## config.mk

```make
export PLATFORM = sky130hd
export DESIGN_NAME = lifo_cmd_ctrl
export DESIGN_NICKNAME = d
export VERILOG_FILES = /design/src/rtl/lifo_pkg.sv /design/src/rtl/lifo_cmd_ctrl.sv
export SDC_FILE = /design/constraint.sdc
export NUM_CORES = 1
export LEC_CHECK = 0
export BUFFER_PORTS_ARGS = -buffer_cell sky130_fd_sc_hd__buf_2
export CORE_UTILIZATION = 30
export CTS_CLUSTER_DIAMETER = 150
export DETAILED_ROUTE_END_ITERATION = 16
export GPL_ROUTABILITY_DRIVEN = 1
export SLEW_MARGIN = 20
export SYNTH_ARGS = -nofsm -noshare
export SYNTH_HDL_FRONTEND = slang
export SYNTH_SLANG_ARGS = --single-unit
```

## constraint.sdc

```tcl
create_clock -name clk -period 1.75 [get_ports clk]
set_input_delay 0.0875 -clock clk [delete_from_list [all_inputs] [get_ports clk]]
set_output_delay 0.0875 -clock clk [all_outputs]
set_load 0.03 [all_outputs]
```

## src/rtl/lifo_pkg.sv

```systemverilog
// Shared definitions for the stack command front-end: op encodings,
// controller state type and default geometry.
package lifo_pkg;

    localparam int LIFO_DEPTH = 4;
    localparam int LIFO_DW    = 4;

    typedef enum logic [1:0] {
        OP_PUSH = 2'b00,
        OP_POP  = 2'b01,
        OP_CLR  = 2'b10,
        OP_RSV  = 2'b11
    } lifo_op_t;

    typedef enum logic [1:0] {
        FLUSH = 2'b00,
        IDLE  = 2'b01,
        POPW  = 2'b10,
        RESP  = 2'b11
    } lifo_ctrl_state_t;

endpackage

```

## src/rtl/lifo_cmd_ctrl.sv

```systemverilog
// Command front-end for the attached stack: valid/ready request in, one
// registered response out per command, with a mirrored occupancy count.
//
// state | meaning
// FLUSH | stack being reset after Rst, no commands taken
// IDLE  | ready for a command; pins driven from the request
// POPW  | stack holds dataOut for one cycle while it is captured
// RESP  | response presented until rsp_ready
module lifo_cmd_ctrl
    import lifo_pkg::*;
#(
    parameter int DEPTH = LIFO_DEPTH,
    parameter int DW    = LIFO_DW,
    parameter int CW    = $clog2(DEPTH + 1)
) (
    input  logic          clk,
    input  logic          Rst,
    input  logic          req_valid,
    output logic          req_ready,
    input  logic [1:0]    req_op,
    input  logic [DW-1:0] req_data,
    output logic          rsp_valid,
    input  logic          rsp_ready,
    output logic [DW-1:0] rsp_data,
    output logic          rsp_err,
    output logic [CW-1:0] occ,
    output logic          sync_err,
    output logic [DW-1:0] lifo_din,
    output logic          lifo_rw,
    output logic          lifo_en,
    output logic          lifo_rst,
    input  logic [DW-1:0] lifo_dout,
    input  logic          lifo_empty,
    input  logic          lifo_full
);

    lifo_ctrl_state_t state, state_nxt;
    logic [CW-1:0]    occ_nxt;
    logic             rsp_valid_nxt, rsp_err_nxt, sync_err_nxt;
    logic [DW-1:0]    rsp_data_nxt;
    logic             chk_skip, chk_skip_nxt;
    logic             lifo_full_unused;

    localparam logic [CW-1:0] OCC_MAX = CW'(DEPTH);

    assign lifo_full_unused = lifo_full;

    always_ff @(posedge clk) begin
        if (Rst) begin
            state     <= FLUSH;
            occ       <= '0;
            rsp_valid <= 1'b0;
            rsp_data  <= '0;
            rsp_err   <= 1'b0;
            sync_err  <= 1'b0;
            chk_skip  <= 1'b1;
        end else begin
            state     <= state_nxt;
            occ       <= occ_nxt;
            rsp_valid <= rsp_valid_nxt;
            rsp_data  <= rsp_data_nxt;
            rsp_err   <= rsp_err_nxt;
            sync_err  <= sync_err_nxt;
            chk_skip  <= chk_skip_nxt;
        end
    end

    always_comb begin
        state_nxt     = state;
        occ_nxt       = occ;
        rsp_valid_nxt = rsp_valid;
        rsp_data_nxt  = rsp_data;
        rsp_err_nxt   = rsp_err;
        sync_err_nxt  = sync_err;
        chk_skip_nxt  = chk_skip;
        req_ready     = 1'b0;
        lifo_en       = 1'b0;
        lifo_rst      = 1'b0;
        lifo_rw       = 1'b0;
        lifo_din      = '0;

        case (state)
            FLUSH: begin
                lifo_en      = 1'b1;
                lifo_rst     = 1'b1;
                chk_skip_nxt = 1'b1;
                state_nxt    = IDLE;
            end
            IDLE: begin
                req_ready = 1'b1;
                // stack may lag one cycle behind a reset; skip that cycle
                if (chk_skip)
                    chk_skip_nxt = 1'b0;
                else if ((occ == '0) != lifo_empty)
                    sync_err_nxt = 1'b1;
                if (req_valid) begin
                    rsp_valid_nxt = 1'b1;
                    rsp_data_nxt  = '0;
                    rsp_err_nxt   = 1'b0;
                    state_nxt     = RESP;
                    case (lifo_op_t'(req_op))
                        OP_PUSH: begin
                            if (occ < OCC_MAX) begin
                                lifo_en  = 1'b1;
                                lifo_din = req_data;
                                occ_nxt  = occ + CW'(1);
                            end else begin
                                rsp_err_nxt = 1'b1;
                            end
                        end
                        OP_POP: begin
                            if (occ != '0) begin
                                lifo_en       = 1'b1;
                                lifo_rw       = 1'b1;
                                occ_nxt       = occ - CW'(1);
                                rsp_valid_nxt = 1'b0;
                                state_nxt     = POPW;
                            end else begin
                                rsp_err_nxt = 1'b1;
                            end
                        end
                        OP_CLR: begin
                            lifo_en      = 1'b1;
                            lifo_rst     = 1'b1;
                            occ_nxt      = '0;
                            sync_err_nxt = 1'b0;
                            chk_skip_nxt = 1'b1;
                        end
                        default: rsp_err_nxt = 1'b1;
                    endcase
                end
            end
            POPW: begin
                rsp_data_nxt  = lifo_dout;
                rsp_err_nxt   = 1'b0;
                rsp_valid_nxt = 1'b1;
                state_nxt     = RESP;
            end
            RESP: begin
                if (rsp_ready) begin
                    rsp_valid_nxt = 1'b0;
                    state_nxt     = IDLE;
                end
            end
            default: state_nxt = FLUSH;
        endcase

        if (Rst) begin
            req_ready = 1'b0;
            lifo_en   = 1'b1;
            lifo_rst  = 1'b1;
            lifo_rw   = 1'b0;
            lifo_din  = '0;
        end
    end

endmodule

```

==> key figures <==
Status
  • Status: finished clean

Route
  • Via density: 5.04
  • DRT Pass-1 Iters: 4
  • Via Count: 842
  • Routed Antenna Nets: 0
  • # DRC: 0
  • Iter 0 DRT Violations: 15
  • Drt total wl: 2230 um
  • Routed wire per std cell: 13.4 um

Floorplan
  • Die width: 55.1 um
  • Row count: 18
  • Die span in y: 55.1 um
  • Initial Util: 0.329
  • Core area: 2570 um^2
  • Full die area: 3030 um^2
  • IO Pins: 34

Critical path
  • Crit Path Max Fanout: 7
  • Critical path's slowest cell: dfxtp_2
  • Critical Path Stages: 6
  • Reg2Reg Setup Slack: 130 ps
  • Req. time, crit path: 1660 ps
  • CP peak stage delay: 330 ps
  • Crit. End Element: output port
  • CP Launch Type: register
  • R2r startpoint: state[1]
  • Setup Crit Path Kind: register to output port
  • WP data arrival: 1600 ps
  • Worst R2R End: rsp_data[1]
  • Worst r2r path cells: 7
  • Critical-path cell list: inv_2, ha_4, nand2_8, nor4b_4, and2_1, buf_6
  • Cell family with most CP delay: simple AND/OR/NAND/NOR gates
  • CP bufs+invs: 2

Synth
  • Gate count of the mapped netlist: 93
  • Synth Flop Type: dfxtp_1
  • Post-synth ARST share: 0
  • Synth top cells by count: dfxtp_1, nor2_1, inv_1
  • Count of flip-flops with a built-in enable after synthesis: 0
  • Synth area leader: dfxtp_1
  • Sequential share of the synthesized area: 0.308
  • Distinct cells, synth: 34
  • Cell with the most instances after synthesis: dfxtp_1
  • Post-synthesis average cell area: 9.08 um^2
  • Share of the synthesized area in the top cell type: 0.308
  • Mapped Area: 845 um^2
  • YS warnings: 0
  • Syn nets: 115
  • Synthesized flop and latch total: 13
  • Synth area leaders: dfxtp_1, ha_1, mux2i_1

Placement
  • Dpl cells: 160
  • HPWL Detailed: 1580 um
  • I/O Buffers: 32
  • Post-DP Area: 1090 um^2
  • GP Congestion: 0.795

Flow run
  • Max Cap Viol: 0

Pwr
  • VDD IR-drop max: 0.707 mV
  • P_sw: 673 uW
  • Pwr/cell area: 1250 nW/um^2
  • Clock Power Share: 0.127
  • Switch share: 0.441
  • Logic pwr share: 0.583
  • Internal power: 855 uW
  • Seq pwr share: 0.290
  • Leakage: 0.000541 uW

Timing
  • Setup TNS: 0 ps
  • Slew @ Worst Pin: 364 ps
  • Final setup fails: 0
  • Fin. Hold Viols: 0
  • Hold WS: 62.9 ps
  • Final Slew Violations: 0
  • Minimum clock period: 1690 ps
  • RSZ-0062 raised after global routing: true
  • Fmax: 0.592 GHz
  • Worst clock skew: 5.45 ps
  • Rel. slew slack: 0.757
  • Final worst-path cycle share: 0.965

GRT
  • Largest net degree at the start of global routing: 16
  • GRT overflow: 0
  • GR peak layer: met2
  • Antenna violations before repair: 0
  • Number of global-route vias before repair: 810
  • Met1 Track Usage GR: 0.188
  • Overall Global Routing Usage: 0.162
  • First-pass GRT wire length: 3440 um
  • Grt met2 use: 0.275
  • Met3 GRT Util: 0.0574

Finish
  • Layout cell share with drive strength beyond 1: 0.438
  • Final std cells w/o fill: 167
  • Fin nets: 160
  • Ant diodes: 0
  • Fill count: 271
  • Final non-filler cell area: 1220 um^2
  • Layout Area Growth over Synthesis: 44.4%

Clocking
  • Htree depth: 1
  • CTS tree: built
  • Skew-Pair Late Insertion Delay: 280 ps
  • CTS clk-pin slew, worst paths: 90 ps
  • Clk sink count: 13
  • CTS Root Cell: clkbuf_4
  • Total clock buffers created by CTS: 3
  • Worst-case clock buffer depth: 2

Hold path
  • HP Class: input port to register
  • Hold Path Origin: lifo_dout[0]
  • Hold EP: rsp_data[0]
  • Hold Crit Depth: 3
## logic make-up (layout without fill, tap and decap cells)
family                   after synthesis  count (layout)  share of synthesized area
multiplexers                           4               4                     0.0474
AO/OA/AOI/OAI                         20              20                      0.167
adder cells (fa/ha/maj)                6               6                     0.0978
flip-flops                            13              13                      0.308
buffers and inverters                  7              51                     0.0311
AND/OR/NAND/NOR                       40              40                      0.317
XOR/XNOR                               3               3                     0.0311
## power by group through the flow
stage          sequential [uW]  combinational, uW  clock [uW]
2_1_floorplan              503                457           0
3_3_place_gp               426                770           0
3_5_place_dp               432                786           0
4_1_cts                    430                811         201
5_1_grt                    453                979         218
6_report                   444                890         194
## cell type report
type | instances | area, um^2 | share of cell area
inverter | 6 | 22.5 | 0.0185
clock inverter | 1 | 5.00 | 0.00410
sequential | 13 | 265 | 0.217
multi-input combinational | 73 | 609 | 0.499
timing repair buffer | 41 | 258 | 0.211
tap | 30 | 37.5 | 0.0308
clock buffer | 3 | 22.5 | 0.0185
## routing by layer
| metal | wire [um] | vias to the layer above |
|---|---|---|
| met2 | 1040 | 30 |
| met3 | 141 | 4 |
| met1 | 1010 | 382 |
| met5 | 0 | - |
| met4 | 36 | 0 |
| li1 | - | 426 |
## worst max-delay path by stage
stage / from / endpoint
5_1_grt: state[1] / lifo_din[2]
4_1_cts: state[1] / lifo_din[3]
2_1_floorplan: state[1] / lifo_rw
3_5_place_dp: state[0] / lifo_din[1]
6_report: state[1] / lifo_din[2]
3_3_place_gp: state[0] / lifo_din[0]
## registers in the layout (all words and copies together) (netlist names)
| signal | flops |
|---|---|
| rsp_valid | 1 |
| rsp_err | 1 |
| sync_err | 1 |
| rsp_data | 4 |
| chk_skip | 1 |
| state | 2 |
| occ | 3 |
## worst register-to-register path, delay by kind of cell, from the launching register on
kind,cells,cell delay [ps]
AO/OA/AOI/OAI,1,280
adder cells (fa/ha/maj),1,180
buffers and inverters,3,320
flip-flops,1,330
AND/OR/NAND/NOR,2,390
## repair_timing
item,CTS,global route
pin swaps,0,6
hold buffers,0,0
gates resized for setup,6,20
buffers inserted,0,3
gates cloned,0,0
endpoints found under the setup margin,5,6
## layout by cell type, fill, tap and decap left out, drive strengths merged, types with 3 or more instances in the layout
cell type	count
o21ai	5
nor2	7
inv	6
and2	5
a32oi	4
nand2	6
nor2b	3
a21oi	4
nand2b	4
clkbuf	3
nor4b	3
dfxtp	13
buf	41
mux2i	4
nor3	4
ha	5
## through the flow
| stage | power (uW) | utilization | worst slack [ps] |
|---|---|---|---|
| 2_1_floorplan | 961 | - | 20.7 |
| 3_3_place_gp | 1200 | 0.425 | 114 |
| 3_5_place_dp | 1220 | 0.425 | 10.1 |
| 4_1_cts | 1440 | 0.445 | 5.80 |
| 5_1_grt | 1650 | 0.475 | -45.6 |
| 6_report | 1530 | 0.475 | 62.1 |
(Power assumes the default switching activity.)
